`config.mk`:
```
export PLATFORM = sky130hd
export DESIGN_NAME = agp32_mem_sched
export DESIGN_NICKNAME = d
export VERILOG_FILES = /design/src/rtl/agp32_mem_sched.sv
export SDC_FILE = /design/constraint.sdc
export NUM_CORES = 1
export LEC_CHECK = 0
export CAP_MARGIN = 30
export CORE_ASPECT_RATIO = 1.1
export CORE_MARGIN = 2
export CORE_UTILIZATION = 47
export CTS_CLUSTER_DIAMETER = 60
export DETAILED_ROUTE_END_ITERATION = 10
export GPL_TIMING_DRIVEN = 0
export PLACE_DENSITY = 0.81
export SETUP_SLACK_MARGIN = 0.05
export SLEW_MARGIN = 20
export SYNTH_ARGS = -nofsm -noshare
export SYNTH_HDL_FRONTEND = slang
export SYNTH_SLANG_ARGS = --single-unit
```
`constraint.sdc`:
```
create_clock -name clk -period 11.12 [get_ports clk]
set_input_delay 1.668 -clock clk [delete_from_list [all_inputs] [get_ports clk]]
set_output_delay 1.668 -clock clk [all_outputs]
set_load 0.01 [all_outputs]
```
`src/rtl/agp32_mem_sched.sv`:
```
// Memory command scheduler for the agp32 pipeline: turns processor commands into
// data/fetch transactions on one memory port, shared with a starvation-protected DMA port.
module agp32_mem_sched #(
  parameter int          INIT_CYCLES  = 4,
  parameter int          STARVE_LIMIT = 8,
  parameter logic [31:0] INST_NOP     = 32'd63
) (
  input  logic        clk,
  input  logic        rst,
  input  logic [2:0]  command,
  input  logic [31:0] PC,
  input  logic [31:0] data_addr,
  input  logic [31:0] data_wdata,
  input  logic [3:0]  data_wstrb,
  output logic        ready,
  output logic        mem_start_ready,
  output logic [31:0] inst_rdata,
  output logic [31:0] data_rdata,
  output logic        mem_req,
  output logic        mem_we,
  output logic [29:0] mem_addr,
  output logic [31:0] mem_wdata,
  output logic [3:0]  mem_wstrb,
  input  logic        mem_ack,
  input  logic [31:0] mem_rdata,
  input  logic        dma_req,
  input  logic        dma_we,
  input  logic [31:0] dma_addr,
  input  logic [31:0] dma_wdata,
  output logic        dma_ack,
  output logic [31:0] dma_rdata
);

  localparam int ICW = (INIT_CYCLES > 1) ? $clog2(INIT_CYCLES) : 1;
  localparam int SCW = $clog2(STARVE_LIMIT + 1);
  localparam logic [ICW-1:0] INIT_LAST  = ICW'(INIT_CYCLES - 1);
  localparam logic [SCW-1:0] STARVE_MAX = SCW'(STARVE_LIMIT);

  localparam logic [2:0] S_INIT  = 3'd0;
  localparam logic [2:0] S_IDLE  = 3'd1;
  localparam logic [2:0] S_DATA  = 3'd2;
  localparam logic [2:0] S_FETCH = 3'd3;
  localparam logic [2:0] S_SYNC  = 3'd4;
  localparam logic [2:0] S_DMA   = 3'd5;

  logic [2:0]     state_reg, state_next;
  logic [ICW-1:0] init_cnt_reg, init_cnt_next;
  logic [SCW-1:0] starve_reg, starve_next;
  logic [29:0]    pc_reg, pc_next;
  logic [29:0]    addr_reg, addr_next;
  logic [31:0]    wdata_reg, wdata_next;
  logic [3:0]     wstrb_reg, wstrb_next;
  logic           write_reg, write_next;
  logic           ready_reg, ready_next;
  logic           start_reg, start_next;
  logic [31:0]    inst_reg, inst_next;
  logic [31:0]    data_reg, data_next;
  logic           req_reg, req_next;
  logic           we_reg, we_next;
  logic [29:0]    maddr_reg, maddr_next;
  logic [31:0]    mwdata_reg, mwdata_next;
  logic [3:0]     mwstrb_reg, mwstrb_next;
  logic           dack_reg, dack_next;
  logic [31:0]    drdata_reg, drdata_next;

  logic       cmd_valid;
  logic       dma_pend;
  logic       starved;
  logic       grant_dma;
  logic [3:0] data_strb;
  logic       unused_bits;

  assign cmd_valid = (command != 3'd0);
  // The requester still holds dma_req during the ack cycle; that cycle must not re-grant.
  assign dma_pend  = dma_req && !dack_reg;
  assign starved   = (starve_reg >= STARVE_MAX);
  assign grant_dma = dma_pend && (starved || !cmd_valid);

  genvar gi;
  generate
    for (gi = 0; gi < 4; gi++) begin : g_strb
      assign data_strb[gi] = write_reg ? wstrb_reg[gi] : 1'b1;
    end
  endgenerate

  assign unused_bits = ^{PC[1:0], data_addr[1:0], dma_addr[1:0]};

  always_comb begin
    state_next    = state_reg;
    init_cnt_next = init_cnt_reg;
    starve_next   = starve_reg;
    pc_next       = pc_reg;
    addr_next     = addr_reg;
    wdata_next    = wdata_reg;
    wstrb_next    = wstrb_reg;
    write_next    = write_reg;
    ready_next    = ready_reg;
    start_next    = start_reg;
    inst_next     = inst_reg;
    data_next     = data_reg;
    req_next      = req_reg;
    we_next       = we_reg;
    maddr_next    = maddr_reg;
    mwdata_next   = mwdata_reg;
    mwstrb_next   = mwstrb_reg;
    dack_next     = 1'b0;
    drdata_next   = drdata_reg;

    case (state_reg)
      S_INIT: begin
        if (init_cnt_reg == INIT_LAST) begin
          state_next = S_IDLE;
          ready_next = 1'b1;
          start_next = 1'b1;
        end else begin
          init_cnt_next = init_cnt_reg + ICW'(1);
        end
      end

      S_IDLE: begin
        if (grant_dma) begin
          ready_next  = 1'b0;
          state_next  = S_DMA;
          starve_next = '0;
        end else if (cmd_valid) begin
          ready_next = 1'b0;
          pc_next    = PC[31:2];
          addr_next  = data_addr[31:2];
          wdata_next = data_wdata;
          wstrb_next = data_wstrb;
          write_next = (command == 3'd3);
          if (dma_pend && !starved) begin
            starve_next = starve_reg + SCW'(1);
          end
          case (command)
            3'd1:       state_next = S_FETCH;
            3'd2, 3'd3: state_next = S_DATA;
            default:    state_next = S_SYNC;
          endcase
        end
      end

      // Each access state spends one cycle launching the request, then waits for mem_ack.
      S_DATA: begin
        if (!req_reg) begin
          req_next    = 1'b1;
          we_next     = write_reg;
          maddr_next  = addr_reg;
          mwdata_next = wdata_reg;
          mwstrb_next = data_strb;
        end else if (mem_ack) begin
          if (!write_reg) begin
            data_next = mem_rdata;
          end
          state_next  = S_FETCH;
          we_next     = 1'b0;
          maddr_next  = pc_reg;
          mwstrb_next = 4'hF;
        end
      end

      S_FETCH: begin
        if (!req_reg) begin
          req_next    = 1'b1;
          we_next     = 1'b0;
          maddr_next  = pc_reg;
          mwstrb_next = 4'hF;
        end else if (mem_ack) begin
          inst_next  = mem_rdata;
          req_next   = 1'b0;
          ready_next = 1'b1;
          state_next = S_IDLE;
        end
      end

      S_SYNC: begin
        ready_next = 1'b1;
        state_next = S_IDLE;
      end

      S_DMA: begin
        if (!req_reg) begin
          req_next    = 1'b1;
          we_next     = dma_we;
          maddr_next  = dma_addr[31:2];
          mwdata_next = dma_wdata;
          mwstrb_next = 4'hF;
        end else if (mem_ack) begin
          dack_next = 1'b1;
          if (!we_reg) begin
            drdata_next = mem_rdata;
          end
          req_next   = 1'b0;
          we_next    = 1'b0;
          ready_next = 1'b1;
          state_next = S_IDLE;
        end
      end

      default: begin
        state_next = S_INIT;
        ready_next = 1'b0;
        req_next   = 1'b0;
      end
    endcase
  end

  always_ff @(posedge clk or posedge rst) begin
    if (rst) begin
      state_reg    <= S_INIT;
      init_cnt_reg <= '0;
      starve_reg   <= '0;
      pc_reg       <= '0;
      addr_reg     <= '0;
      wdata_reg    <= '0;
      wstrb_reg    <= '0;
      write_reg    <= 1'b0;
      ready_reg    <= 1'b0;
      start_reg    <= 1'b0;
      inst_reg     <= INST_NOP;
      data_reg     <= '0;
      req_reg      <= 1'b0;
      we_reg       <= 1'b0;
      maddr_reg    <= '0;
      mwdata_reg   <= '0;
      mwstrb_reg   <= '0;
      dack_reg     <= 1'b0;
      drdata_reg   <= '0;
    end else begin
      state_reg    <= state_next;
      init_cnt_reg <= init_cnt_next;
      starve_reg   <= starve_next;
      pc_reg       <= pc_next;
      addr_reg     <= addr_next;
      wdata_reg    <= wdata_next;
      wstrb_reg    <= wstrb_next;
      write_reg    <= write_next;
      ready_reg    <= ready_next;
      start_reg    <= start_next;
      inst_reg     <= inst_next;
      data_reg     <= data_next;
      req_reg      <= req_next;
      we_reg       <= we_next;
      maddr_reg    <= maddr_next;
      mwdata_reg   <= mwdata_next;
      mwstrb_reg   <= mwstrb_next;
      dack_reg     <= dack_next;
      drdata_reg   <= drdata_next;
    end
  end

  assign ready           = ready_reg;
  assign mem_start_ready = start_reg;
  assign inst_rdata      = inst_reg;
  assign data_rdata      = data_reg;
  assign mem_req         = req_reg;
  assign mem_we          = we_reg;
  assign mem_addr        = maddr_reg;
  assign mem_wdata       = mwdata_reg;
  assign mem_wstrb       = mwstrb_reg;
  assign dma_ack         = dack_reg;
  assign dma_rdata       = drdata_reg;

endmodule

```
==> load_flow_metrics.sql, run 1 <==
INSERT INTO impl_metrics (metric_group, metric, value, unit) VALUES
('status', 'outcome', 'finished clean', ''),
('place', 'io_buffers', '364', ''),
('final_layout', 'fin_util', '0.6846', ''),
('critical_path', 'worst_setup_path_end_kind', 'register', ''),
('synthesis', 'synth_area', '0.01149', 'mm^2'),
('drt', 'drc', '0', ''),
('final_layout', 'layoutNonFillerInstCount', '1616', ''),
('synthesis', 'synth.ff_latch_count', '273', ''),
('synthesis', 'synth.lib_cells_used.distinct', '44', ''),
('die', 'initial_utilization', '0.4738', ''),
('critical_path', 'crit_slowest_cell', 'sky130_fd_sc_hd__clkdlybuf4s50_1', ''),
('timing', 'final_min_period_over_clock_period', '0.3034', ''),
('place', 'dpl_cell_area', '0.01558', 'mm^2'),
('timing', 'final_critical_path_setup_slack', '7.746', 'ns'),
('clocking', 'clock_transition_at_the_registers_of_the_reported_paths', '0.06', 'ns'),
('critical_path', 'cell_chain_of_the_critical_path', 'clkdlybuf4s50_1 > and2_1 > nand2_1 > nor2_1 > buf_2 > mux2_2', ''),
('global_routing', 'groute.usage.overall', '0.2525', ''),
('final_layout', 'nNetsFinal', '1489', ''),
('place', 'post-place-cells', '1560', ''),
('clocking', 'tritoncts', 'built', ''),
('clocking', 'cts.sinks', '273', ''),
('flow_run', 'drv_cap', '0', ''),
('final_layout', 'finalInstanceArea', '0.01660', 'mm^2'),
('die', 'width_of_the_die', '153.1', 'um'),
('final_layout', 'post_synthesis_to_final_layout_area_growth', '44.48', '%'),
('critical_path', 'setup.worst_path.start_class', 'input port', ''),
('timing', 'setup-tns-final', '0', 'ns'),
('critical_path', 'timing.setup.critical_path_class', 'in -> reg', ''),
('clocking', 'cts_inserted_buffers', '30', ''),
('final_layout', 'layout.cells.most_common_list', '364 x sky130_fd_sc_hd__clkdlybuf4s50_1, 267 x sky130_fd_sc_hd__dfrtp_1, 146 x sky130_fd_sc_hd__mux2_2', ''),
('clocking', 'cts.hold.buffers_added', '0', ''),
('die', 'die-height', '168.0', 'um'),
('clocking', 'max-clock-path-buffers', '3', ''),
('drt', 'ant_nets', '0', ''),
('die', 'design.die.area', '0.02571', 'mm^2'),
('clocking', 'cts_resized', '0', ''),
('synthesis', 'ys_seq_area_frac', '0.5952', ''),
('synthesis', 'fraction_of_registers_with_async_set_or_reset_after_synthesis', '1.000', ''),
('final_layout', 'num-fill-cells', '1731', ''),
('worst_hold_path', 'worst_hold_startpoint', 'mem_start_ready', ''),
('timing', 'worst-slew-pin-transition', '0.7191', 'ns'),
('timing', 'fin_crit', '3.374', 'ns'),
('power', 'power_leakage', '6.977', 'nW'),
('place', 'gpl.final_weighted_congestion', '0.8336', ''),
('timing', 'report.final.setup_viol', '0', ''),
('synthesis', 'synth-warning-count', '0', ''),
('critical_path', 'worst-path-buf-inv', '2', ''),
('place', 'dp.final_hpwl', '24040', 'um'),
('clocking', 'cts_root_buffer', 'sky130_fd_sc_hd__clkbuf_16', ''),
('drt', 'detail_route.first_pass.iterations', '5', ''),
('drt', 'num_vias', '8888', ''),
('critical_path', 'crit_arrival', '3.80', 'ns'),
('drt', 'detail_route.vias_per_cell', '5.500', ''),
('synthesis', 'syn_avg_cell_area', '13.00', 'um^2'),
('final_layout', 'proportion_of_layout_cells_with_a_drive_suffix_above_1', '0.2190', ''),
('clocking', 'clock_insertion_delay_worst_skew', '0.55', 'ns'),
('power', 'total_power', '4.947', 'mW'),
('power', 'ir_worst_vdd', '0.0001688', 'V'),
('final_layout', 'commonest_non_fill_non_tap_cell_in_the_layout', 'sky130_fd_sc_hd__clkdlybuf4s50_1', ''),
('timing', 'hold_viol_final', '0', ''),
('clocking', 'h_tree_levels', '1', ''),
('critical_path', 'critical_path.top_delay_family', 'buffers and inverters', ''),
('drt', 'wl_per_cell', '20.27', 'um'),
('final_layout', 'antenna_cells', '0', ''),
('clocking', 'setup_bufs_post_cts', '0', ''),
('timing', 'slew_headroom', '0.5189', ''),
('power', 'power_density', '298.0', 'mW/mm^2'),
('timing', 'skew', '0.01523', 'ns'),
('critical_path', 'crit_start', 'mem_ack', ''),
('global_routing', 'first_pass_grt_wire_length', '51940', 'um'),
('timing', 'maxClockFrequency', '296.4', 'MHz');
[cell type report]
cell class                 instances  area share
inverter                           5    0.001583
tap                              310     0.02336
timing repair buffer             366      0.2228
buffer                            63     0.01997
clock buffer                      42     0.05103
multi-input combinational        543      0.2590
sequential                       273      0.4120
clock inverter                    14     0.01025
[cells by family after synthesis]
| kind of cell | Yosys count | share of synthesized area |
|---|---|---|
| multiplexers | 193 | 0.2022 |
| adder cells (fa/ha/maj) | 3 | 0.003267 |
| XOR/XNOR | 2 | 0.001525 |
| AO/OA/AOI/OAI | 141 | 0.08592 |
| flip-flops | 273 | 0.5952 |
| buffers and inverters | 68 | 0.03049 |
| AND/OR/NAND/NOR | 204 | 0.08135 |
[synth_stat cells, types with 2 or more instances]
| library cell | n | share of area |
|---|---|---|
| sky130_fd_sc_hd__buf_2 | 25 | 0.011 |
| sky130_fd_sc_hd__clkbuf_1 | 27 | 0.0088 |
| sky130_fd_sc_hd__a21oi_1 | 5 | 0.0022 |
| sky130_fd_sc_hd__mux2_2 | 146 | 0.14 |
| sky130_fd_sc_hd__mux2_1 | 7 | 0.0069 |
| sky130_fd_sc_hd__nor2b_1 | 3 | 0.0016 |
| sky130_fd_sc_hd__o22ai_1 | 2 | 0.0011 |
| sky130_fd_sc_hd__a2bb2oi_1 | 12 | 0.0091 |
| sky130_fd_sc_hd__and2_1 | 2 | 0.0011 |
| sky130_fd_sc_hd__buf_6 | 6 | 0.0059 |
| sky130_fd_sc_hd__o22a_1 | 4 | 0.0030 |
| sky130_fd_sc_hd__buf_4 | 5 | 0.0033 |
| sky130_fd_sc_hd__a22oi_1 | 31 | 0.020 |
| sky130_fd_sc_hd__mux2_4 | 40 | 0.052 |
| sky130_fd_sc_hd__dfrtp_1 | 267 | 0.58 |
| sky130_fd_sc_hd__nand3_1 | 34 | 0.015 |
| sky130_fd_sc_hd__dfstp_2 | 6 | 0.014 |
| sky130_fd_sc_hd__or3_1 | 2 | 0.0011 |
| sky130_fd_sc_hd__nor2_1 | 43 | 0.014 |
| sky130_fd_sc_hd__o21ai_0 | 12 | 0.0052 |
| sky130_fd_sc_hd__nor3_1 | 36 | 0.016 |
| sky130_fd_sc_hd__xor2_1 | 2 | 0.0015 |
| sky130_fd_sc_hd__nor3_4 | 2 | 0.0028 |
| sky130_fd_sc_hd__nand2b_1 | 4 | 0.0022 |
| sky130_fd_sc_hd__ha_1 | 3 | 0.0033 |
| sky130_fd_sc_hd__nand2_1 | 72 | 0.024 |
| sky130_fd_sc_hd__a21o_1 | 3 | 0.0020 |
| sky130_fd_sc_hd__a31oi_1 | 63 | 0.034 |
| sky130_fd_sc_hd__inv_1 | 5 | 0.0016 |
[per-layer routing]
metal  global-route usage  vias up  routed length (um)  share of wire
li1                     -     3988                   -              -
met1               0.3184     4401               12700           0.39
met2               0.4274      420               16160           0.49
met3              0.06049       77                2730          0.083
met4              0.08897        2                1156          0.035
met5                    0        -                  13        0.00040
[power by group]
| part | switching (mW) | total, mW | internal [mW] |
|---|---|---|---|
| logic | 0.942 | 2.16 | 1.22 |
| registers | 0.282 | 1.77 | 1.49 |
| clock network | 0.411 | 1.02 | 0.605 |
[worst paths after layout]
kind / to / slack [ns] / cells after the start
setup / recovery: inst_rdata[8] / 7.75 / 6
hold / removal: mem_start_ready / 0.46 / 1
setup reg to reg: mem_addr[16] / 8.80 / 6
hold reg to reg: mem_start_ready / 0.46 / 1
max in group asynchronous: addr_reg[18] / 8.59 / 3
min in group asynchronous: inst_rdata[27] / 1.62 / 2
(Power assumes the default switching activity.)
==> inputs of run 2 (changes only) <==
--- a/config.mk
+++ b/config.mk
@@ -8,11 +8,11 @@
 export CAP_MARGIN = 30
 export CORE_ASPECT_RATIO = 1.1
 export CORE_MARGIN = 2
-export CORE_UTILIZATION = 47
+export CORE_UTILIZATION = 42
 export CTS_CLUSTER_DIAMETER = 60
 export DETAILED_ROUTE_END_ITERATION = 10
 export GPL_TIMING_DRIVEN = 0
-export PLACE_DENSITY = 0.81
+export PLACE_DENSITY = 0.77
 export SETUP_SLACK_MARGIN = 0.05
 export SLEW_MARGIN = 20
 export SYNTH_ARGS = -nofsm -noshare
==> constraint.sdc (replaced) <==
create_clock -name clk -period 3 [get_ports clk]
set_input_delay 0.45 -clock clk [delete_from_list [all_inputs] [get_ports clk]]
set_output_delay 0.45 -clock clk [all_outputs]
set_load 0.01 [all_outputs]
==> run 2 against run 1 <==
  * Cell area rose by 0.66%
  * Via count fell by 1.1%
  * Setup slack got worse by 7.2 ns
  * Clock power rose to 3.4 times the previous value
  * Sequential power rose to 3.7 times the previous value
  * First-iteration DRC count fell by 22%
==> load_flow_metrics.sql, run 2 (synthesis gave the netlist of run 1 again) <==
INSERT INTO impl_metrics (metric_group, metric, value, unit) VALUES
('power', 'ir_worst_vdd', '0.0006211', 'V'),
('clocking', 'clock_transition_at_the_registers_of_the_reported_paths', '0.06', 'ns'),
('critical_path', 'cell_chain_of_the_critical_path', 'buf_4 > inv_1 > nor2_1 > clkbuf_1 > a22oi_1 > a31oi_1', ''),
('power', 'proportion_of_total_power_due_to_net_switching', '0.3288', ''),
('drt', 'drt-total-wl', '32790', 'um'),
('critical_path', 'timing.rr.end', 'mem_addr[14]', ''),
('die', 'core-area', '0.02696', 'mm^2'),
('global_routing', 'groute.usage.overall', '0.2249', ''),
('timing', 'maxClockFrequency', '413.3', 'MHz'),
('worst_hold_path', 'hold_path_class', 'in -> async', ''),
('place', 'gpl.final_weighted_congestion', '0.8488', ''),
('clocking', 'clock_insertion_delay_worst_skew', '0.53', 'ns'),
('timing', 'slew_headroom', '0.4911', ''),
('global_routing', 'groute.layer.met3.usage', '0.05656', ''),
('drt', 'ant_nets', '0', ''),
('power', 'power.internal', '12.10', 'mW'),
('power', 'proportion_of_power_drawn_by_flip_flops_and_latches', '0.361', ''),
('critical_path', 'r2r_start', 'state_reg[2]', ''),
('critical_path', 'crit_arrival', '2.87', 'ns'),
('final_layout', 'post_synthesis_to_final_layout_area_growth', '45.44', '%'),
('timing', 'hold_viol_final', '0', ''),
('critical_path', 'cpPeakStageDelay', '0.61', 'ns'),
('critical_path', 'setup.worst_path.start_class', 'register', ''),
('clocking', 'tritoncts', 'built', ''),
('global_routing', 'grt.overflow.total', '0', ''),
('final_layout', 'nNetsFinal', '1495', ''),
('flow_run', 'drv_cap', '0', ''),
('power', 'switchingPower', '5.927', 'mW'),
('timing', 'worst-slew-pin-transition', '0.7605', 'ns'),
('critical_path', 'worst_setup_path_end_kind', 'register', ''),
('drt', 'wl_per_cell', '19.67', 'um'),
('clocking', 'cts_resized', '0', ''),
('critical_path', 'worst-path-max-fanout', '10', ''),
('clocking', 'max-clock-path-buffers', '3', ''),
('final_layout', 'commonest_non_fill_non_tap_cell_in_the_layout', 'sky130_fd_sc_hd__clkdlybuf4s50_1', ''),
('power', 'power_leakage', '7.007', 'nW'),
('global_routing', 'maximum_number_of_pins_on_one_net_before_global_route_repair', '35', ''),
('critical_path', 'worstRegToRegCells', '6', ''),
('drt', 'drc', '0', ''),
('global_routing', 'grt_most_used_layer', 'met2', ''),
('timing', 'skew', '0.009811', 'ns'),
('clocking', 'cts.sinks', '273', ''),
('global_routing', 'grt_antenna_before_repair', '0', ''),
('drt', 'num_vias', '8787', ''),
('power', 'power_density', '1079', 'mW/mm^2'),
('clocking', 'h_tree_levels', '1', ''),
('drt', 'detail_route.iter0.violations', '520', ''),
('power', 'clock_power_share', '0.194', ''),
('final_layout', 'proportion_of_layout_cells_with_a_drive_suffix_above_1', '0.2229', ''),
('timing', 'fin_crit', '2.419', 'ns'),
('place', 'dp.final_hpwl', '24510', 'um'),
('final_layout', 'layoutNonFillerInstCount', '1667', ''),
('critical_path', 'required', '3.45', 'ns'),
('clocking', 'cts.hold.buffers_added', '0', ''),
('status', 'outcome', 'finished clean', ''),
('timing', 'rsz0062_at_grt', 'false', ''),
('die', 'design.die.area', '0.02870', 'mm^2'),
('die', 'die-height', '177.5', 'um'),
('timing', 'worst_hold_margin', '0.2459', 'ns'),
('die', 'width_of_the_die', '161.7', 'um'),
('timing', 'report.final.setup_viol', '0', ''),
('critical_path', 'setup.reg_to_reg.worst_slack', '0.58', 'ns'),
('power', 'p_comb_frac', '0.444', ''),
('timing', 'final_min_period_over_clock_period', '0.8064', ''),
('global_routing', 'global_route.usage.met2', '0.3851', ''),
('timing', 'timing_max_transition_violations_final', '0', ''),
('clocking', 'setup_bufs_post_cts', '0', ''),
('final_layout', 'antenna_cells', '0', ''),
('global_routing', 'vias_in_the_first_global_route', '9111', ''),
('critical_path', 'crit_slowest_cell', 'sky130_fd_sc_hd__nor2_1', ''),
('global_routing', 'm1_gr_usage', '0.2766', ''),
('drt', 'detail_route.vias_per_cell', '5.271', ''),
('timing', 'setup-tns-final', '0', 'ns'),
('die', 'ioPinCount', '371', ''),
('final_layout', 'layout.cells.most_common_list', '364 x sky130_fd_sc_hd__clkdlybuf4s50_1, 267 x sky130_fd_sc_hd__dfrtp_1, 146 x sky130_fd_sc_hd__mux2_2', ''),
('critical_path', 'timing.setup.critical_path_class', 'reg -> reg', ''),
('clocking', 'cts_inserted_buffers', '29', ''),
('global_routing', 'first_pass_grt_wire_length', '50690', 'um'),
('clocking', 'cts_root_buffer', 'sky130_fd_sc_hd__clkbuf_16', ''),
('final_layout', 'num-fill-cells', '2080', ''),
('drt', 'detail_route.first_pass.iterations', '5', ''),
('die', 'initial_utilization', '0.4262', ''),
('final_layout', 'fin_util', '0.6199', ''),
('place', 'post-place-cells', '1614', ''),
('die', 'fp-row-count', '63', ''),
('place', 'io_buffers', '364', '');
[run 2: cell count changes in the layout (fill, tap and decap cells not counted), sizes merged]
cell | previous run | this run
bufinv | 3 | 2
buf | 38 | 45
inv | 8 | 4
clkinv | 5 | 10
clkbuf | 69 | 66
[run 2: metal layers]
layer,wire length (um),vias up
met1,13100,4355
met4,1262,0
met2,16000,359
met5,0,-
li1,-,4007
met3,2424,66
[run 2: worst max-delay path: cells and delay by family, from the launching register on]
family,cells,cell delay (ns)
flops,1,0.42
buf+inv,3,0.88
compound gates,2,0.41
simple gates,1,0.61
[run 2: stage by stage]
stage          cell area [um^2]  setup slack [ns]  power (mW)
5_1_grt                   16710            0.4523       19.10
4_1_cts                   16710            0.5844       18.16
2_1_floorplan             11490            -1.055       10.96
6_report                  16710            0.5807       18.02
3_3_place_gp              15580            -3.033       14.30
3_5_place_dp              15780            0.3115       14.58
[run 2: cell type report]
cell class              count  area, um^2  share of cell area
plain buffers              63       331.6             0.01984
flip-flops and latches    273        6839              0.4093
clock inverters            14       128.9            0.007712
repair buffers            373        3839              0.2297
multi-input cells         543        4300              0.2573
well taps                 357       446.7             0.02673
inverters                   5       22.52            0.001348
clock buffers              39       803.3             0.04807
[run 2: how the worst max path moves through the flow]
stage,from,slack (ns),to,depth (start not counted)
after floorplan,rst,-1.05,addr_reg[0],1
after global placement,rst,-3.03,mem_wdata[13],2
after detailed placement,mem_ack,0.31,inst_rdata[9],6
after CTS,state_reg[2],0.58,mem_addr[14],6
after global routing,state_reg[2],0.45,mem_addr[14],6
final,state_reg[2],0.58,mem_addr[14],6
[run 2: power by group through the flow]
stage          combinational, mW  clock (mW)  sequential [mW]
4_1_cts                     8.08        3.57             6.50
6_report                    8.01        3.50             6.51
3_5_place_dp                8.04           0             6.54
2_1_floorplan               4.09           0             6.87
3_3_place_gp                7.81           0             6.48
5_1_grt                     8.61        3.75             6.73
==> inputs of run 3 (changes only) <==
--- a/config.mk
+++ b/config.mk
@@ -8,11 +8,11 @@
 export CAP_MARGIN = 30
 export CORE_ASPECT_RATIO = 1.1
 export CORE_MARGIN = 2
-export CORE_UTILIZATION = 42
+export CORE_UTILIZATION = 47
 export CTS_CLUSTER_DIAMETER = 60
 export DETAILED_ROUTE_END_ITERATION = 10
 export GPL_TIMING_DRIVEN = 0
-export PLACE_DENSITY = 0.77
+export PLACE_DENSITY = 0.81
 export SETUP_SLACK_MARGIN = 0.05
 export SLEW_MARGIN = 20
 export SYNTH_ARGS = -nofsm -noshare
==> constraint.sdc (replaced) <==
create_clock -name clk -period 2.4 [get_ports clk]
set_input_delay 0.36 -clock clk [delete_from_list [all_inputs] [get_ports clk]]
set_output_delay 0.36 -clock clk [all_outputs]
set_load 0.01 [all_outputs]
==> run 3 against run 2 <==
  * Global-route usage increased by 3.0 points
  * First-iteration DRC count is 13% lower
  * Critical path depth is the same
==> load_flow_metrics.sql, run 3 (synthesis gave the netlist of run 1 again) <==
INSERT INTO impl_metrics (metric_group, metric, value, unit) VALUES
('timing', 'maxClockFrequency', '443.7', 'MHz'),
('timing', 'skew', '0.02203', 'ns'),
('drt', 'ant_nets', '0', ''),
('place', 'dp.final_hpwl', '24450', 'um'),
('flow_run', 'drv_cap', '0', ''),
('power', 'ir_worst_vdd', '0.001026', 'V'),
('die', 'fp-row-count', '60', ''),
('place', 'dpl_cell_area', '0.01571', 'mm^2'),
('final_layout', 'commonest_non_fill_non_tap_cell_in_the_layout', 'sky130_fd_sc_hd__clkdlybuf4s50_1', ''),
('global_routing', 'grt_antenna_before_repair', '1', ''),
('critical_path', 'crit_arrival', '2.71', 'ns'),
('die', 'initial_utilization', '0.4738', ''),
('final_layout', 'num-fill-cells', '1696', ''),
('final_layout', 'post_synthesis_to_final_layout_area_growth', '46.05', '%'),
('timing', 'fin_crit', '2.254', 'ns'),
('clocking', 'setup_bufs_post_cts', '0', ''),
('place', 'io_buffers', '364', ''),
('final_layout', 'nNetsFinal', '1495', ''),
('place', 'post-place-cells', '1567', ''),
('critical_path', 'setup.reg_to_reg.worst_slack', '0.15', 'ns'),
('timing', 'report.final.setup_viol', '0', ''),
('status', 'outcome', 'finished clean', ''),
('final_layout', 'antenna_cells', '0', ''),
('drt', 'drt-total-wl', '33360', 'um'),
('power', 'power_density', '1382', 'mW/mm^2'),
('clocking', 'cts_inserted_buffers', '29', ''),
('clocking', 'clock_transition_at_the_registers_of_the_reported_paths', '0.07', 'ns'),
('drt', 'wl_per_cell', '20.59', 'um'),
('drt', 'detail_route.first_pass.iterations', '5', ''),
('timing', 'timing_max_transition_violations_final', '0', ''),
('global_routing', 'grt.overflow.total', '0', ''),
('final_layout', 'proportion_of_layout_cells_with_a_drive_suffix_above_1', '0.2282', ''),
('global_routing', 'first_pass_grt_wire_length', '52370', 'um'),
('critical_path', 'critical_path.top_delay_family', 'buffers and inverters', ''),
('power', 'total_power', '23.19', 'mW'),
('clocking', 'cts_root_buffer', 'sky130_fd_sc_hd__clkbuf_16', ''),
('drt', 'num_vias', '8958', ''),
('global_routing', 'maximum_number_of_pins_on_one_net_before_global_route_repair', '35', ''),
('die', 'width_of_the_die', '153.1', 'um'),
('timing', 'worst-slew-pin-transition', '0.6620', 'ns'),
('critical_path', 'crit_slowest_cell', 'sky130_fd_sc_hd__nor2_1', ''),
('clocking', 'h_tree_levels', '1', ''),
('clocking', 'clock_insertion_delay_worst_skew', '0.54', 'ns'),
('critical_path', 'setup.worst_path.start_class', 'register', ''),
('die', 'ioPinCount', '371', ''),
('drt', 'detail_route.iter0.violations', '452', ''),
('final_layout', 'layoutNonFillerInstCount', '1620', ''),
('worst_hold_path', 'hold_path_class', 'in -> async', ''),
('critical_path', 'timing.setup.critical_path_class', 'reg -> reg', ''),
('clocking', 'tritoncts', 'built', ''),
('drt', 'detail_route.vias_per_cell', '5.530', ''),
('clocking', 'cts.hold.buffers_added', '0', ''),
('final_layout', 'layout.cells.most_common_list', '364 x sky130_fd_sc_hd__clkdlybuf4s50_1, 267 x sky130_fd_sc_hd__dfrtp_1, 146 x sky130_fd_sc_hd__mux2_2', ''),
('die', 'core-area', '0.02425', 'mm^2'),
('drt', 'drc', '0', ''),
('die', 'die-height', '168.0', 'um'),
('global_routing', 'groute.usage.overall', '0.2545', ''),
('critical_path', 'worst-path-max-fanout', '10', ''),
('critical_path', 'cell_chain_of_the_critical_path', 'buf_4 > inv_1 > nor2_1 > clkbuf_1 > a22oi_1 > a31oi_1', ''),
('critical_path', 'worst_setup_path_end_kind', 'register', ''),
('clocking', 'cts_resized', '0', ''),
('place', 'gpl.final_weighted_congestion', '0.8565', ''),
('clocking', 'cts.sinks', '273', ''),
('power', 'power_leakage', '7.063', 'nW'),
('critical_path', 'cpPeakStageDelay', '0.54', 'ns'),
('timing', 'rsz0062_at_grt', 'false', ''),
('critical_path', 'required', '2.86', 'ns'),
('critical_path', 'worst-path-buf-inv', '3', ''),
('timing', 'slew_headroom', '0.5570', ''),
('final_layout', 'finalInstanceArea', '0.01678', 'mm^2'),
('timing', 'hold_viol_final', '0', ''),
('global_routing', 'vias_in_the_first_global_route', '9266', ''),
('timing', 'final_min_period_over_clock_period', '0.9390', ''),
('clocking', 'max-clock-path-buffers', '3', ''),
('die', 'design.die.area', '0.02571', 'mm^2');
[run 3: final cells by class]
| class | instances | area (um^2) | share of cell area |
|---|---|---|---|
| Buffer | 63 | 332.8 | 0.01983 |
| Clock buffer | 33 | 780.7 | 0.04653 |
| Clock inverter | 20 | 286.5 | 0.01707 |
| Inverter | 5 | 22.52 | 0.001342 |
| Multi-Input combinational cell | 543 | 4300 | 0.2563 |
| Sequential cell | 273 | 6839 | 0.4075 |
| Tap cell | 310 | 387.9 | 0.02311 |
| Timing Repair Buffer | 373 | 3831 | 0.2283 |
[run 3: report_power, final]
group	switching, mW	leakage [nW]	internal [mW]
clock network	1.93	0.517	3.00
logic	4.41	3.37	5.67
registers	1.29	3.17	6.89
[run 3: through the flow]
step                utilization  setup TNS, ns  hold slack, ns  worst slack (ns)
global placement         0.6402        -954.72          0.4430            -3.518
global route             0.6921              0          0.2456           0.05058
floorplan                     -        -421.36          0.4480            -1.565
detailed placement       0.6480         -13.27          0.4435           -0.2235
finish                   0.6921              0          0.1997            0.1463
CTS                      0.6920              0          0.2090            0.1065
[run 3: routing by layer]
metal / wire (um) / up-vias / GRT usage
li1: - / 4001 / -
met1: 12720 / 4478 / 0.3147
met2: 16780 / 403 / 0.4420
met3: 2822 / 74 / 0.06384
met4: 1023 / 2 / 0.07729
met5: 11 / - / 0
[run 3: final timing paths]
kind | from | end | depth (start not counted)
min in group clk | dma_wdata[1] | mem_wdata[1] | 3
worst min-delay path | rst | inst_rdata[6] | 2
max in group asynchronous | rst | mem_addr[9] | 6
worst min register to register | mem_start_ready | mem_start_ready | 1
worst max-delay path | state_reg[2] | mem_addr[24] | 6
worst max register to register | state_reg[2] | mem_addr[24] | 6
